[src/rtl/accum_pkg.sv]
// Shared types and helpers for the multi-channel accumulator bank.
package accum_pkg;

    typedef enum logic [1:0] {
        OP_ADD   = 2'b00,
        OP_LOAD  = 2'b01,
        OP_CLEAR = 2'b10,
        OP_NOP   = 2'b11
    } accum_op_e;

    // Channel-select width; never narrower than one bit so a single channel still has a port.
    function automatic int ch_width(input int n);
        return (n <= 2) ? 1 : $clog2(n);
    endfunction

endpackage

[src/rtl/accum_sat_add.sv]
// Unsigned adder with carry-out and optional clamp to all-ones on overflow.
module accum_sat_add #(
    parameter int WIDTH    = 8,
    parameter int SATURATE = 0
) (
    input  logic [WIDTH-1:0] a,
    input  logic [WIDTH-1:0] b,
    output logic [WIDTH-1:0] sum,
    output logic             carry
);

    logic [WIDTH:0] w_full;

    assign w_full = {1'b0, a} + {1'b0, b};
    assign carry  = w_full[WIDTH];
    assign sum    = ((SATURATE != 0) && carry) ? {WIDTH{1'b1}} : w_full[WIDTH-1:0];

endmodule

[src/rtl/accumulator_bank.sv]
// Bank of independent running sums with sticky overflow, one-cycle result pulse
// and a combinational readback port.
module accumulator_bank
    import accum_pkg::*;
#(
    parameter  int WIDTH    = 8,
    parameter  int CHANNELS = 4,
    parameter  int SATURATE = 0,
    localparam int CW       = ch_width(CHANNELS)
) (
    input  logic                clk,
    input  logic                CLR_n,
    input  logic                CLR,
    input  logic                in_valid,
    output logic                in_ready,
    input  logic [1:0]          in_op,
    input  logic [CW-1:0]       in_ch,
    input  logic [WIDTH-1:0]    D,
    output logic                res_valid,
    output logic [CW-1:0]       res_ch,
    output logic [WIDTH-1:0]    res_data,
    output logic                res_ovf,
    input  logic [CW-1:0]       rd_ch,
    output logic [WIDTH-1:0]    rd_data,
    output logic [CHANNELS-1:0] ovf
);

    logic [WIDTH-1:0]    r_acc [CHANNELS];
    logic [CHANNELS-1:0] r_ovf;
    logic                r_res_valid;
    logic [CW-1:0]       r_res_ch;
    logic [WIDTH-1:0]    r_res_data;
    logic                r_res_ovf;

    logic                w_ch_ok;
    logic                w_rd_ok;
    logic [WIDTH-1:0]    w_cur;
    logic                w_cur_ovf;
    logic [WIDTH-1:0]    w_sum;
    logic                w_carry;
    logic [WIDTH-1:0]    w_nxt_acc;
    logic                w_nxt_ovf;

    assign w_ch_ok   = int'(in_ch) < CHANNELS;
    assign w_rd_ok   = int'(rd_ch) < CHANNELS;
    assign w_cur     = w_ch_ok ? r_acc[in_ch] : '0;
    assign w_cur_ovf = w_ch_ok ? r_ovf[in_ch] : 1'b0;

    // One adder serves every channel because at most one operation lands per cycle.
    accum_sat_add #(
        .WIDTH    (WIDTH),
        .SATURATE (SATURATE)
    ) u_add (
        .a     (w_cur),
        .b     (D),
        .sum   (w_sum),
        .carry (w_carry)
    );

    always_comb begin
        w_nxt_acc = w_cur;
        w_nxt_ovf = w_cur_ovf;
        case (accum_op_e'(in_op))
            OP_ADD: begin
                w_nxt_acc = w_sum;
                w_nxt_ovf = w_cur_ovf | w_carry;
            end
            OP_LOAD:  w_nxt_acc = D;
            OP_CLEAR: begin
                w_nxt_acc = '0;
                w_nxt_ovf = 1'b0;
            end
            default: ;
        endcase
        if (!w_ch_ok) begin
            w_nxt_acc = '0;
            w_nxt_ovf = 1'b0;
        end
    end

    always_ff @(posedge clk or negedge CLR_n) begin
        if (!CLR_n) begin
            for (int i = 0; i < CHANNELS; i++) r_acc[i] <= '0;
            r_ovf       <= '0;
            r_res_valid <= 1'b0;
            r_res_ch    <= '0;
            r_res_data  <= '0;
            r_res_ovf   <= 1'b0;
        end else if (CLR) begin
            for (int i = 0; i < CHANNELS; i++) r_acc[i] <= '0;
            r_ovf       <= '0;
            r_res_valid <= 1'b0;
        end else begin
            r_res_valid <= in_valid;
            if (in_valid) begin
                r_res_ch   <= in_ch;
                r_res_data <= w_nxt_acc;
                r_res_ovf  <= w_nxt_ovf;
                if (w_ch_ok) begin
                    r_acc[in_ch] <= w_nxt_acc;
                    r_ovf[in_ch] <= w_nxt_ovf;
                end
            end
        end
    end

    assign in_ready  = !CLR;
    assign res_valid = r_res_valid;
    assign res_ch    = r_res_ch;
    assign res_data  = r_res_data;
    assign res_ovf   = r_res_ovf;
    assign ovf       = r_ovf;
    assign rd_data   = w_rd_ok ? r_acc[rd_ch] : '0;

endmodule

[config.mk]
export PLATFORM = sky130hd
export DESIGN_NAME = accumulator_bank
export DESIGN_NICKNAME = d
export VERILOG_FILES = /design/src/rtl/accum_pkg.sv /design/src/rtl/accum_sat_add.sv /design/src/rtl/accumulator_bank.sv
export SDC_FILE = /design/constraint.sdc
export NUM_CORES = 1
export LEC_CHECK = 0
export ABC_AREA = 1
export CAP_MARGIN = 20
export CORE_MARGIN = 4
export CORE_UTILIZATION = 58
export CTS_BUF_LIST = sky130_fd_sc_hd__clkbuf_16
export DETAILED_ROUTE_END_ITERATION = 8
export PLACE_DENSITY = 0.85
export SKIP_CTS_REPAIR_TIMING = 1
export SLEW_MARGIN = 20
export SYNTH_ARGS = -nofsm -noshare
export SYNTH_HDL_FRONTEND = slang
export SYNTH_SLANG_ARGS = --single-unit
export TNS_END_PERCENT = 20
[constraint.sdc]
create_clock -name clk -period 4.19 [get_ports clk]
set_clock_uncertainty 0.2 [all_clocks]
set_input_delay 0.838 -clock clk [delete_from_list [all_inputs] [get_ports clk]]
set_output_delay 0.838 -clock clk [all_outputs]
set_load 0.01 [all_outputs]
==> impl_metrics.csv, run 1 <==
group,metric,value,unit
cells_and_area,final_common_cell,"nand2_1",
cells_and_area,fin_nets,463,
yosys,synth-simple-area-share,30.3,%
global_route,grt_overflow,0,
yosys,syn_nets,421,
timing,setup_ws,0.567,ns
timing,setup_tns,0,ns
cells_and_area,syn_to_final_growth,22.0,%
power,p_clk_share,38.8,%
power,power_density,337,nW/um^2
timing,min_period_over_period,86.5,%
timing,slew_violations,0,
floorplanning,fp.coreArea,4750,um^2
route,drtAntennaViolNets,0,
yosys,synth-seq-cells,48,
timing,rsz0062_at_grt,"no",
floorplanning,io_pins,43,
yosys,async_flop_share,100,%
yosys,synthMuxAreaShare,0,%
yosys,ys_warn_count,0,
global_route,grt_antenna_before_repair,0,
floorplanning,start_util,60.3,%
yosys,synth_compound_area_share,16.7,%
clock_tree,clock_latency,0.29,ns
placed_design,gp_congestion,0.857,
cells_and_area,num_antenna_cells,0,
placed_design,dp_slack,0.403,ns
placed_design,place_hpwl,5.45,mm
route,drtPass1Iterations,5,
yosys,synthCells,394,
power,power_frac_seq,42.5,%
timing,worstMarginPinSlew,0.904,ns
route,vias_per_cell,5.77,
global_route,grt_pass1_wl,13.3,mm
yosys,yosysSeqAreaShare,41.9,%
power,switchingPower,0.000323,W
worst_setup_path,startpoint_type,"input pin",
clock_tree,cts_buffer_depth,2,
worst_setup_path,cp-end-kind,"primary output",
route,wl,8.07,mm
run_status,outcome,"finished clean",
yosys,synth_edf_count,0,
power,irDropWorstVdd,0.255,mV
global_route,track_usage,27.4,%
route,drt-initial-drc-count,292,
route,vias,2907,
yosys,syn_avg_cell_area,7.28,um^2
floorplanning,rows,25,
worst_setup_path,crit_type,"input pin to primary output",
global_route,grt_max_degree,49,
route,wl_per_cell,16.0,um
power,comb_power_share,18.7,%
power,internal_power,0.000855,W
yosys,synthAdderAreaFrac,4.19,%
cells_and_area,drive_gt1_share,9.84,%
worst_setup_path,cp_max_fo,18,
yosys,syn_area,2870,um^2
clock_tree,cts_tree,"yes",
power,p_leak,1.75,nW
clock_tree,cts_buffers,5,
cells_and_area,final_cell_mix,"136 x nand2_1, 48 x dfrtp_1, 41 x clkdlybuf4s50_1",
timing,min_period,3.62,ns
clock_tree,root_buffer,"clkbuf_16",
hold_path,hold_class,"flip-flop to flip-flop",
worst_setup_path,critical_path_required,3.15,ns
yosys,synth.distinct_cells,28,
timing,hold_viol,0,
power,switching_share,27.4,%
clock_tree,clkTransAtPathRegs,0.07,ns
floorplanning,die_h,78.3,um
placed_design,io_buffer_count,42,
yosys,synthXorXnorAreaFrac,0,%
clock_tree,cts.sinks,48,
timing,setup_viol_count_final,0,
route,drc,0,
floorplanning,die_w,78.3,um
yosys,synth_top_family_by_area,"simple AND/OR/NAND/NOR gates",
global_route,grt_pass1_vias,2786,
job,drv_cap,0,
timing,fmax,0.276,GHz
clock_tree,htreeDepth,2,
yosys,ys.flop_type,"dfrtp_1",
floorplanning,dieArea,6140,um^2
worst_setup_path,crit_arrival,2.58,ns
timing,slew_headroom,39.7,%
## per-stage QoR
step | hold slack [ns] | cell area (um^2) | total power [W] | cells | util [%]
5_1_grt | 0.316 | 3500 | 0.00122 | 504 | 73.6
3_3_place_gp | 0.262 | 3330 | 0.000721 | 496 | 70.0
6_report | 0.282 | 3500 | 0.00118 | 504 | 73.6
2_1_floorplan | 0.249 | 2870 | 0.000624 | 394 | -
3_5_place_dp | 0.265 | 3330 | 0.000725 | 496 | 70.0
4_1_cts | 0.283 | 3500 | 0.00118 | 504 | 73.6
## critical path, cell delays in order
cell and delay [ns]:
clkdlybuf4s50_1 0.42, inv_1 0.40, o21ai_0 0.13, o21ai_0 0.21, clkdlybuf4s50_1 0.58
## cell usage after synthesis (2+ instances only)
cell	instances	share of area, %
nand3_1	34	5.9
o21ai_2	5	1.5
a21oi_1	18	3.1
a21oi_2	4	1.2
a22oi_1	6	1.6
nor2_4	2	0.78
nor2_2	2	0.44
o21ai_1	16	2.8
clkbuf_1	6	0.78
o22ai_1	6	1.3
o21ai_0	27	4.7
dfrtp_1	48	42
inv_2	13	1.7
inv_1	22	2.9
nand2_1	136	18
buf_6	3	1.2
nor2_1	28	3.7
ha_1	8	3.5
## sequential cells by signal, indices dropped and copies added, names as in the netlist
signal     flops
res_ovf        1
r_acc         32
res_valid      1
res_data       8
res_ch         2
ovf            4
## area by class of cell
| class | instances | area [um^2] |
|---|---|---|
| Multi-Input combinational cell | 300 | 1470 |
| Fill cell | 387 | 1250 |
| Sequential cell | 48 | 1200 |
| Timing Repair Buffer | 46 | 448 |
| Inverter | 35 | 131 |
| Clock buffer | 5 | 125 |
| Tap cell | 67 | 83.8 |
| Clock inverter | 3 | 42.5 |
## power by group through the flow
stage                     registers [W]  logic [W]  clock network [W]
final                          0.000501   0.000220           0.000457
after global routing           0.000504   0.000242           0.000479
after CTS                      0.000500   0.000219           0.000460
after detailed placement       0.000509   0.000217                  0
after global placement         0.000508   0.000213                  0
after floorplan                0.000513   0.000110                  0
## path summary, 6_finish.rpt
check	from	endpoint	slack (ns)	depth (start not counted)
hold reg to reg	res_data[1]	res_data[1]	0.28	2
hold / removal	res_data[1]	res_data[1]	0.28	2
setup reg to reg	r_acc[24]	r_acc[28]	1.67	11
setup / recovery	rd_ch[0]	rd_data[4]	0.57	5
max in group asynchronous	CLR_n	r_acc[11]	3.01	1
min in group asynchronous	CLR_n	res_data[7]	0.36	1
## cell families after synthesis
| kind of cell | Yosys count |
|---|---|
| adders and majority gates | 9 |
| buffers and inverters | 46 |
| DFF | 48 |
| and+or+nand+nor | 208 |
| AOI/OAI and AO/OA | 83 |
## routing by layer
layer	track usage (%)	routed length [um]	up-vias
li1	-	-	1374
met1	38.5	3450	1369
met2	42.8	3780	152
met3	4.24	705	12
met4	10.3	143	0
met5	0	0	-
Note: power is estimated with default switching activity, not from simulation.
==> run 2: changes to the inputs <==
- CORE_MARGIN: 4 -> unset
==> run 2 against run 1 <==
  * Power down 7.0%
  * Critical path depth up 9
  * Critical path type is now input pin to flip-flop
  * Global-route usage up 3.8 points
  * Hold slack worse by 0.0020 ns
  * Sequential share of layout area up 0.36 points
  * Setup slack worse by 0.070 ns
  * Sequential cell count unchanged
  * Die area down 15%
  * Via count down 0.24%
  * First-iteration DRC count up 5.8%
  * Final area down 1.0%
  * Wire length down 4.0%
==> impl_metrics.csv, run 2 (synthesis gave the netlist of run 1 again) <==
group,metric,value,unit
timing,rsz0062_at_grt,"no",
cells_and_area,num_antenna_cells,0,
worst_setup_path,crit_arrival,3.71,ns
route,vias,2900,
route,wl,7.75,mm
route,drc,0,
placed_design,gp_congestion,0.893,
worst_setup_path,r2r-start,"r_acc[24]",
timing,min_period,3.69,ns
floorplanning,die_w,72.3,um
cells_and_area,largest_reg_flops,32,
route,wl_met3,661,um
worst_setup_path,cp_slowest_cell,"clkdlybuf4s50_1",
floorplanning,dieArea,5230,um^2
worst_setup_path,crit_start,"in_ch[0]",
power,irDropWorstVdd,0.299,mV
cells_and_area,final_cell_mix,"136 x nand2_1, 48 x dfrtp_1, 41 x clkdlybuf4s50_1",
worst_setup_path,rr_worst_depth,11,
route,wl_per_cell,15.4,um
timing,hold_viol,0,
clock_tree,cts_buffers,5,
route,vias_per_cell,5.77,
global_route,grt_overflow,0,
global_route,grt_pass1_wl,12.5,mm
clock_tree,cts_tree,"yes",
cells_and_area,drive_gt1_share,9.40,%
power,p_leak,1.74,nW
cells_and_area,syn_to_final_growth,20.7,%
hold_path,min_path_cells,2,
route,drt-initial-drc-count,309,
timing,whs,0.280,ns
global_route,grt_antenna_before_repair,0,
cells_and_area,largest-register,"r_acc",
route,drtPass1Iterations,5,
clock_tree,cts.sinks,48,
clock_tree,htreeDepth,2,
cells_and_area,final_common_cell,"nand2_1",
clock_tree,clock_latency,0.28,ns
global_route,grt_max_degree,49,
power,power,0.00110,W
worst_setup_path,crit_top_cell,"nand2_1",
worst_setup_path,timing.rr.end,"r_acc[4]",
floorplanning,die_h,72.3,um
floorplanning,io_pins,43,
job,drv_cap,0,
timing,fmax,0.271,GHz
timing,slew_headroom,43.6,%
worst_setup_path,r2r_setup_slack,1.46,ns
worst_setup_path,cp_max_fo,12,
floorplanning,rows,25,
timing,worstMarginPinSlew,0.846,ns
hold_path,hold_class,"flip-flop to flip-flop",
worst_setup_path,startpoint_type,"input pin",
hold_path,hp-start,"res_data[3]",
cells_and_area,fin_nets,462,
clock_tree,root_buffer,"clkbuf_16",
route,drtAntennaViolNets,0,
worst_setup_path,crit_chain,"clkdlybuf4s50_1, nand2_2, nor2_1, a21oi_1, nand2_1, ha_1, fa_1, nand2_1, nand2_1, nand3_1, nand2_1, o21ai_1, nand3_1, nand2_1",
route,wl_met2,3.57,mm
clock_tree,cts_buffer_depth,2,
floorplanning,start_util,60.3,%
route,routed.top_layer,"met4",
hold_path,holdPathEnd,"res_data[3]",
worst_setup_path,critical_path_required,4.21,ns
floorplanning,fp.coreArea,4750,um^2
power,power_density,316,nW/um^2
placed_design,io_buffer_count,42,
timing,setup_viol_count_final,0,
route,wl_met1,3.39,mm
placed_design,place_hpwl,5.38,mm
worst_setup_path,cp_slowest_stage_delay,0.55,ns
timing,min_period_over_period,88.1,%
worst_setup_path,cp-end-kind,"flip-flop",
timing,slew_violations,0,
run_status,outcome,"finished clean",
timing,setup_tns,0,ns
global_route,grt_pass1_vias,2627,
worst_setup_path,crit_type,"input pin to flip-flop",
global_route,track_usage,31.1,%
clock_tree,clkTransAtPathRegs,0.06,ns
## run 2: final cells by class
| cell class | instances | area [um^2] |
|---|---|---|
| Timing Repair Buffer | 45 | 440 |
| Sequential cell | 48 | 1200 |
| Tap cell | 67 | 83.8 |
| Multi-Input combinational cell | 300 | 1470 |
| Inverter | 35 | 131 |
| Fill cell | 395 | 1290 |
| Clock inverter | 3 | 13.8 |
| Clock buffer | 5 | 125 |
## run 2: power by group
part	internal [W]	switching (W)
clock	0.000217	0.000160
sequential	0.000486	0.0000150
combinational	0.0000880	0.000130
total	0.000791	0.000305
## run 2: worst max-delay path by stage
| stage | end | slack (ns) | depth (start not counted) |
|---|---|---|---|
| after floorplan | ovf[0] | 1.48 | 16 |
| after global placement | r_acc[20] | 0.43 | 14 |
| after detailed placement | r_acc[12] | 0.34 | 14 |
| after CTS | r_acc[20] | 0.54 | 14 |
| after global routing | r_acc[4] | 0.28 | 14 |
| final | r_acc[4] | 0.50 | 14 |
## run 2: worst max-delay path: cells and delay by family
| kind | cells | cell delay [ns] |
|---|---|---|
| simple gates | 9 | 1.07 |
| buf+inv | 1 | 0.55 |
| compound gates | 2 | 0.61 |
| fa+ha+maj | 2 | 0.63 |
## run 2: per-stage QoR
stage / worst slack, ns / util, % / cells / cell area, um^2
final: 0.498 / 72.8 / 503 / 3460
after global routing: 0.278 / 72.8 / 503 / 3460
after CTS: 0.542 / 72.8 / 503 / 3460
after detailed placement: 0.339 / 69.9 / 495 / 3320
after global placement: 0.434 / 69.9 / 495 / 3320
after floorplan: 1.48 / - / 394 / 2870
## run 2: metal layers
metal	up-vias	global-route usage, %
li1	1370	-
met1	1340	44.9
met2	167	49.1
met3	23	3.75
met4	0	10.2
met5	-	0
